[config.mk]
export PLATFORM = sky130hd
export DESIGN_NAME = interval_timer_bank
export DESIGN_NICKNAME = d
export VERILOG_FILES = /design/src/rtl/timer_pkg.sv /design/src/rtl/timer_channel.sv /design/src/rtl/interval_timer_bank.sv
export SDC_FILE = /design/constraint.sdc
export NUM_CORES = 1
export LEC_CHECK = 0
export ABC_AREA = 1
export CORE_UTILIZATION = 35
export CTS_BUF_LIST = sky130_fd_sc_hd__clkbuf_8
export CTS_CLUSTER_DIAMETER = 120
export CTS_CLUSTER_SIZE = 20
export DETAILED_ROUTE_END_ITERATION = 16
export GPL_ROUTABILITY_DRIVEN = 0
export PLACE_DENSITY = 0.55
export SLEW_MARGIN = 40
export SYNTH_ARGS = -nofsm -noshare
export SYNTH_HDL_FRONTEND = slang
export SYNTH_SLANG_ARGS = --single-unit
export TNS_END_PERCENT = 30
[constraint.sdc]
create_clock -name clock -period 4 [get_ports clock]
set_input_delay 0.4 -clock clock [delete_from_list [all_inputs] [get_ports clock]]
set_output_delay 0.4 -clock clock [all_outputs]
set_load 0.01 [all_outputs]
[src/rtl/timer_pkg.sv]
// Shared constants and types for the interval timer bank: clock/tick presets,
// channel mode encoding and the per-channel state type.
package timer_pkg;

  localparam int CLK_HZ_DEFAULT = 50_000_000;
  localparam int TICK_1MS       = 50000;
  localparam int TICK_100MS     = 5_000_000;

  localparam logic MODE_ONESHOT  = 1'b0;
  localparam logic MODE_PERIODIC = 1'b1;

  // CH_IDLE also serves as the "previous enable was low" history
  typedef enum logic [1:0] {
    CH_IDLE = 2'd0,
    CH_RUN  = 2'd1,
    CH_DONE = 2'd2
  } ch_state_e;

endpackage

[src/rtl/timer_channel.sv]
// One timer channel: counts shared base ticks up to a period latched at start,
// pulses time_out on expiry and parks in CH_DONE after a one-shot expiry.
module timer_channel
  import timer_pkg::*;
#(
  parameter int CNT_W = 16
) (
  input  logic             clock,
  input  logic             reset,
  input  logic             enable,
  input  logic             periodic,
  input  logic [CNT_W-1:0] period,
  input  logic             tick,
  output logic             time_out,
  output logic             done,
  output logic [CNT_W-1:0] count
);

  // A zero period would never expire, so it is promoted to one tick
  function automatic logic [CNT_W-1:0] f_load_period(input logic [CNT_W-1:0] p);
    return (p == '0) ? CNT_W'(1) : p;
  endfunction

  ch_state_e        r_state;
  ch_state_e        w_state_nxt;
  logic [CNT_W-1:0] r_period_q;
  logic [CNT_W-1:0] r_count;
  logic             r_mode_q;
  logic             r_time_out;
  logic             w_start;
  logic             w_run_tick;
  logic             w_expire;

  always_ff @(posedge clock or posedge reset) begin
    if (reset) begin
      r_state <= CH_IDLE;
    end else begin
      r_state <= w_state_nxt;
    end
  end

  always_comb begin
    w_state_nxt = r_state;
    if (!enable) begin
      w_state_nxt = CH_IDLE;
    end else begin
      case (r_state)
        CH_IDLE: w_state_nxt = CH_RUN;
        CH_RUN:  if (w_expire && (r_mode_q == MODE_ONESHOT)) w_state_nxt = CH_DONE;
        CH_DONE: w_state_nxt = CH_DONE;
        default: w_state_nxt = CH_IDLE;
      endcase
    end
  end

  always_comb begin
    w_start    = enable && (r_state == CH_IDLE);
    w_run_tick = enable && (r_state == CH_RUN) && tick;
    w_expire   = w_run_tick && (r_count == (r_period_q - CNT_W'(1)));
    done       = (r_state == CH_DONE);
  end

  always_ff @(posedge clock or posedge reset) begin
    if (reset) begin
      r_period_q <= '0;
      r_mode_q   <= MODE_ONESHOT;
      r_count    <= '0;
      r_time_out <= 1'b0;
    end else begin
      r_time_out <= w_expire;
      if (w_start) begin
        r_period_q <= f_load_period(period);
        r_mode_q   <= periodic;
        r_count    <= '0;
      end else if (w_expire) begin
        r_count <= '0;
      end else if (w_run_tick) begin
        r_count <= r_count + CNT_W'(1);
      end else if (!enable || (r_state == CH_DONE)) begin
        r_count <= '0;
      end
    end
  end

  assign time_out = r_time_out;
  assign count    = r_count;

endmodule

[src/rtl/interval_timer_bank.sv]
// Multi-channel interval timer: one shared prescaler produces the base tick,
// and N_CH independent channels count that tick against their own periods.
module interval_timer_bank
  import timer_pkg::*;
#(
  parameter int CLKS_PER_TICK = TICK_1MS,
  parameter int CNT_W         = 16,
  parameter int N_CH          = 2
) (
  input  logic                  clock,
  input  logic                  reset,
  input  logic [N_CH-1:0]       enable,
  input  logic [N_CH-1:0]       periodic,
  input  logic [N_CH*CNT_W-1:0] period,
  output logic                  tick,
  output logic [N_CH-1:0]       time_out,
  output logic [N_CH-1:0]       done,
  output logic [N_CH*CNT_W-1:0] count
);

  localparam int                PCNT_W   = $clog2(CLKS_PER_TICK);
  localparam logic [PCNT_W-1:0] PCNT_MAX = PCNT_W'(CLKS_PER_TICK - 1);

  logic [PCNT_W-1:0] r_pcnt;
  logic              r_tick;
  logic              w_any_en;

  assign w_any_en = |enable;

  // Prescaler idles at zero whenever no channel runs, so a lone start is exact
  always_ff @(posedge clock or posedge reset) begin
    if (reset) begin
      r_pcnt <= '0;
      r_tick <= 1'b0;
    end else if (!w_any_en) begin
      r_pcnt <= '0;
      r_tick <= 1'b0;
    end else if (r_pcnt == PCNT_MAX) begin
      r_pcnt <= '0;
      r_tick <= 1'b1;
    end else begin
      r_pcnt <= r_pcnt + PCNT_W'(1);
      r_tick <= 1'b0;
    end
  end

  assign tick = r_tick;

  for (genvar gi = 0; gi < N_CH; gi++) begin : g_ch
    timer_channel #(
      .CNT_W(CNT_W)
    ) u_ch (
      .clock    (clock),
      .reset    (reset),
      .enable   (enable[gi]),
      .periodic (periodic[gi]),
      .period   (period[gi*CNT_W +: CNT_W]),
      .tick     (r_tick),
      .time_out (time_out[gi]),
      .done     (done[gi]),
      .count    (count[gi*CNT_W +: CNT_W])
    );
  end

endmodule
# Word level (Yosys, flattened, before mapping)
# Cells that the tools add are included.
# word_totals
wordCells	69
in_bits	38
reg_bits	89
output_inout_bits	37
# classes
n_reduce_logical	21
bitwise	2
n_eq_ne	9
addsub	5
mux	20
# ops
cell	count
$mux 16	12
$add 16x1->16 const B	3
$eq 16x16->1	2
$logic_not 16->1	2
$sub 16x1->16 const B	2
$eq 16x16->1 const B	1
$pmux 2 s3	2
$logic_and 1x1->1	10
$mux 2	4
$reduce_bool 4->1	2
$ne 3x2->1 const B	2
$eq 2x1->1 const B	2
$eq 2x2->1 const B	2
$logic_not 2->1	2
$logic_not 1->1	2
$logic_or 1x1->1	2
$mux 1	2
$not 1->1	2
$reduce_or 2->1	1

# Logic depth before layout (Yosys ltp)
# logic_depth
depth_word	8
depth_mapped	16
depth_no_buf	16

# Cells and area by module
# A second synthesis with hierarchy kept.
# unflattened
cells_unflattened	833
area_unflattened_um2	6142.1
# by_module_without_submodules
mod	cells_each	area_per_inst_um2	instances	seq_area_each_um2
timer_channel at g_ch[1].u_ch	362	2608.8	1	900.9
timer_channel at g_ch[0].u_ch	348	2587.5	1	900.9
interval_timer_bank	123	945.9	1	425.4

# Worst setup path after synthesis
# OpenSTA, ideal clock, no wires.
# synth_path
kind	flip-flop to flip-flop
start	register g_ch[0].u_ch.r_period_q[0]
end	register g_ch[0].u_ch.r_count[1]
synth_period_minus_slack_ns	1.936
setup_slack_ns	2.064
setup_time_ns	0.117
path_buffers	1
required_time_ns	3.883
arrival_ns	1.819
stages_incl_launch_ff	15
cell_sequence	dfrtp_1 > inv_1 > ha_1 > inv_1 > nor2_1 > nand3_1 > nor2_1 > nand2_1 > nand2_1 > nand2_1 > nor2_2 > nand3_2 > buf_6 > nand3_2 > nand2_1
# synth_between
elab_chain_cells	5
elab_cells_between_ends	6
cone_classes	add/sub (1); eq/ne (1); mux (2); reduce/logical (2)
# synth_lines
element	line_no	source
start, declared	timer_channel.sv:26	logic [CNT_W-1:0] r_period_q;
start signal, assigned	timer_channel.sv:72	r_period_q <= f_load_period(period);
$sub 16x1->16 *	timer_channel.sv:59	w_expire = w_run_tick && (r_count == (r_period_q - CNT_W'(1)));
$eq 16x16->1 *	timer_channel.sv:59	
$logic_and 1x1->1 *	timer_channel.sv:59	
$mux 16	timer_channel.sv:75	end else if (w_expire) begin
$mux 16	timer_channel.sv:71	if (w_start) begin
end signal, assigned	timer_channel.sv:78	r_count <= r_count + CNT_W'(1);
end, declared	timer_channel.sv:27	logic [CNT_W-1:0] r_count;
# Every way passes the cells marked *; elsewhere a longest branch is shown, timed or not.
# A chain may end at the register's enable or synchronous reset.

# Worst setup path in the final report
# layout_path
start	register g_ch[0].u_ch.r_period_q[0]
end	register g_ch[0].u_ch.r_count[11]
# Same word-level chain as after synthesis.

==> metrics.md <==
| Metric | Value |
|---|---|
| Post-synthesis net count | `867` |
| Hold buffer count at cts | `0` |
| Placed wire-length estimate | `11200 um` |
| First-pass GRT wire length | `24600 um` |
| Synth top area cells | `dfrtp_1 38%, nand2_1 17%, xor2_1 5.6%, inv_1 5.6%, nor2_1 5.2%` |
| CTS Buffer Depth | `2` |
| Clock Latency Late Sink | `0.38 ns` |
| Synth top area share | `0.376` |
| Final setup margin | `1.64 ns` |
| N_diodes | `0` |
| Post-Place Worst Slack | `1.45 ns` |
| Top FF cell, synth | `dfrtp_1` |
| Floorplan core area | `0.0166 mm2` |
| Final slew viol count | `0` |
| Post-CTS setup buffers | `0` |
| Routed wire per std cell | `13.3 um` |
| Hold Vio Cnt, Final | `0` |
| H-Tree Depth | `3` |
| Async SR Flop Fraction | `1.00` |
| Max-Cap Viols | `0` |
| ANT nets after route | `0` |
| Die H | `132 um` |
| Crit path DAT | `2.63 ns` |
| Worst path required time | `4.28 ns` |
| FP Rows | `47` |
| Proportion of synthesized area in mux cells | `0` |
| Leakage | `3.38 nW` |
| Nature of the critical path startpoint | `flop` |
| Post-synthesis adder-cell area fraction | `0.0232` |
| Die area | `0.0175 mm2` |
| Nets | `935` |
| Simple-Gate Fraction of Synth Area | `0.384` |
| CTS Buf Count | `9` |
| Vias in the first global route | `4862` |
| Max_slew headroom | `0.579` |
| Share of layout cells above drive strength 1 | `0.0808` |
| I/O pin count | `75` |
| Most common cell after layout, fill and taps aside | `nand2_1` |
| Seq/Total Area, Yosys | `0.376` |
| Gr usage total | `0.178` |
| Final setup violation count | `0` |
| CTS tree | `built` |
| Warnings from Yosys | `0` |
| PD cells | `516 mW/mm2` |
| Residual DRC | `0` |
| Post-synth EDFFs | `0` |
| Port Buffers | `74` |
| Worst setup EP type | `flop` |
| Clk slew on worst S/H paths | `0.10 ns` |
| Root Buffer | `clkbuf_8` |
| Synthesized area | `0.00593 mm2` |
| Min-delay worst type | `in2async` |
| Vias | `5116` |
| Avg Cell Area, Syn | `7.25 um2` |
| Pin count of the biggest net entering global routing | `34` |
| Maximum VDD drop | `0.238 mV` |
| Worst-margin pin slew | `0.630 ns` |
| Setup TNS | `0 ns` |
| Highest Clock Rate | `0.424 GHz` |
| Area grow syn2layout | `19.8%` |
| DRT Pass-1 Iters | `4` |
| Commonest non-fill, non-tap cells in the layout | `275 x nand2_1, 89 x dfrtp_1, 87 x inv_1` |
| Area leader, netlist | `dfrtp_1` |
| Drt total wl | `14700 um` |
| Post-CTS sizing | `0` |
| Status | `complete, no violations` |
| Clock period minus worst slack | `2.36 ns` |
| Post-Syn Instances | `818` |
| Synth Area in XOR/XNOR | `0.0851` |
| Tcrit/Tclk final | `0.590` |
| # clock sinks | `89` |
| FF+latch count, synth | `89` |
| Initial antenna violation count | `0` |
| Largest family of logic cells by synthesized area | `simple AND/OR/NAND/NOR gates` |
| Post-synthesis cell type count | `38` |
| Synth Area in Compound Gates | `0.0568` |
| Starting Density | `0.357` |
| Initial DRC Count | `263` |
| Worst-path maximum fanout | `16` |
| Critical path type | `reg2reg` |
| Vias/cell | `4.60` |
| GRT overflow | `0` |
| Setup Skew | `0.0185 ns` |
| Unrepaired setup endpoints after global routing | `no` |
| Die X | `132 um` |
cells by family (layout without fill, tap and decap cells):
| group | count (synthesis) | after routing |
|---|---|---|
| fa+ha+maj | 11 | 11 |
| compound gates | 56 | 56 |
| buf+inv | 110 | 183 |
| flops | 89 | 89 |
| simple gates | 496 | 496 |
| xor+xnor | 56 | 56 |
metrics by stage:
step	instances	power (mW)	hold slack [ns]	cell area (um2)	utilization
3_3_place_gp	1095	2.93	0.471	6870	0.414
2_1_floorplan	818	2.54	0.433	5930	-
4_1_cts	1111	3.71	0.387	7100	0.428
3_5_place_dp	1095	2.93	0.475	6870	0.414
5_1_grt	1111	4.00	0.426	7100	0.428
6_report	1111	3.66	0.387	7100	0.428
state kept, by name, summed over array words and instances, names as in the netlist:
signal	count
g_ch.u_ch.r_state	4
tick	1
r_pcnt	16
g_ch.u_ch.count	32
g_ch.u_ch.time_out	2
g_ch.u_ch.r_mode_q	2
g_ch.u_ch.r_period_q	32
critical path, stage by stage (launching register included):
cell and delay [ns]:
dfrtp_1 0.43, inv_1 0.17, ha_1 0.26, inv_1 0.07, nor2_1 0.12, nand3_1 0.14
nor2_1 0.12, nand2_1 0.06, nand2_1 0.09, nand2_1 0.07, nor2_2 0.11, nand3_2 0.36
nand3_1 0.19, nand2_1 0.07
area by class of cell:
cell class | instances | area (um2)
clock buffers | 11 | 151
clock inverters | 5 | 86.3
fillers | 1775 | 9480
inverters | 88 | 332
multi-input cells | 619 | 3250
flip-flops and latches | 89 | 2230
well taps | 220 | 275
repair buffers | 79 | 778
cells in the mapped netlist (4+ instances only):
library cell / count
nor2_2: 10
nand3_1: 53
a21oi_1: 7
nand2_1: 275
nand3b_1: 8
ha_1: 11
o21bai_1: 4
nand2_2: 4
nor2_1: 82
nor2_4: 6
nand3_2: 11
o21ai_0: 29
o21ai_2: 10
nor3_1: 9
buf_4: 4
dfrtp_1: 89
nor4_1: 9
xor2_1: 38
xnor2_1: 17
inv_1: 88
nand4_1: 14
clkbuf_1: 12
power by group:
part	total, mW	internal, mW	switching [mW]
registers	1.37	1.11	0.264
clock network	0.747	0.391	0.356
logic	1.55	0.590	0.956
total	3.66	2.09	1.58
worst paths after layout:
kind                                                        startpoint                                 end  slack (ns)  cells past startpoint
worst max-delay path            g_ch[0].u_ch.r_period_q[0]$_DFFE_PP0P_  g_ch[0].u_ch.count[11]$_DFFE_PP0P_        1.64                     13
worst min-delay path                                             reset                 r_pcnt[8]$_DFF_PP0_        0.39                      2
worst max register to register  g_ch[0].u_ch.r_period_q[0]$_DFFE_PP0P_  g_ch[0].u_ch.count[11]$_DFFE_PP0P_        1.64                     13
worst min register to register                     r_pcnt[0]$_DFF_PP0_                 r_pcnt[0]$_DFF_PP0_        0.49                      1
max in group asynchronous                                        reset     g_ch[0].u_ch.time_out$_DFF_PP0_        2.72                      3
min in group clock                                 r_pcnt[0]$_DFF_PP0_                 r_pcnt[0]$_DFF_PP0_        0.49                      1
layer usage:
metal	track usage	vias up	routed length (um)
li1	-	2731	-
met1	0.261	2305	7830
met5	0	-	0
met4	0.0465	0	163
met2	0.269	70	6320
met3	0.0319	10	432
No activity file was read; power rests on OpenSTA's default activity.
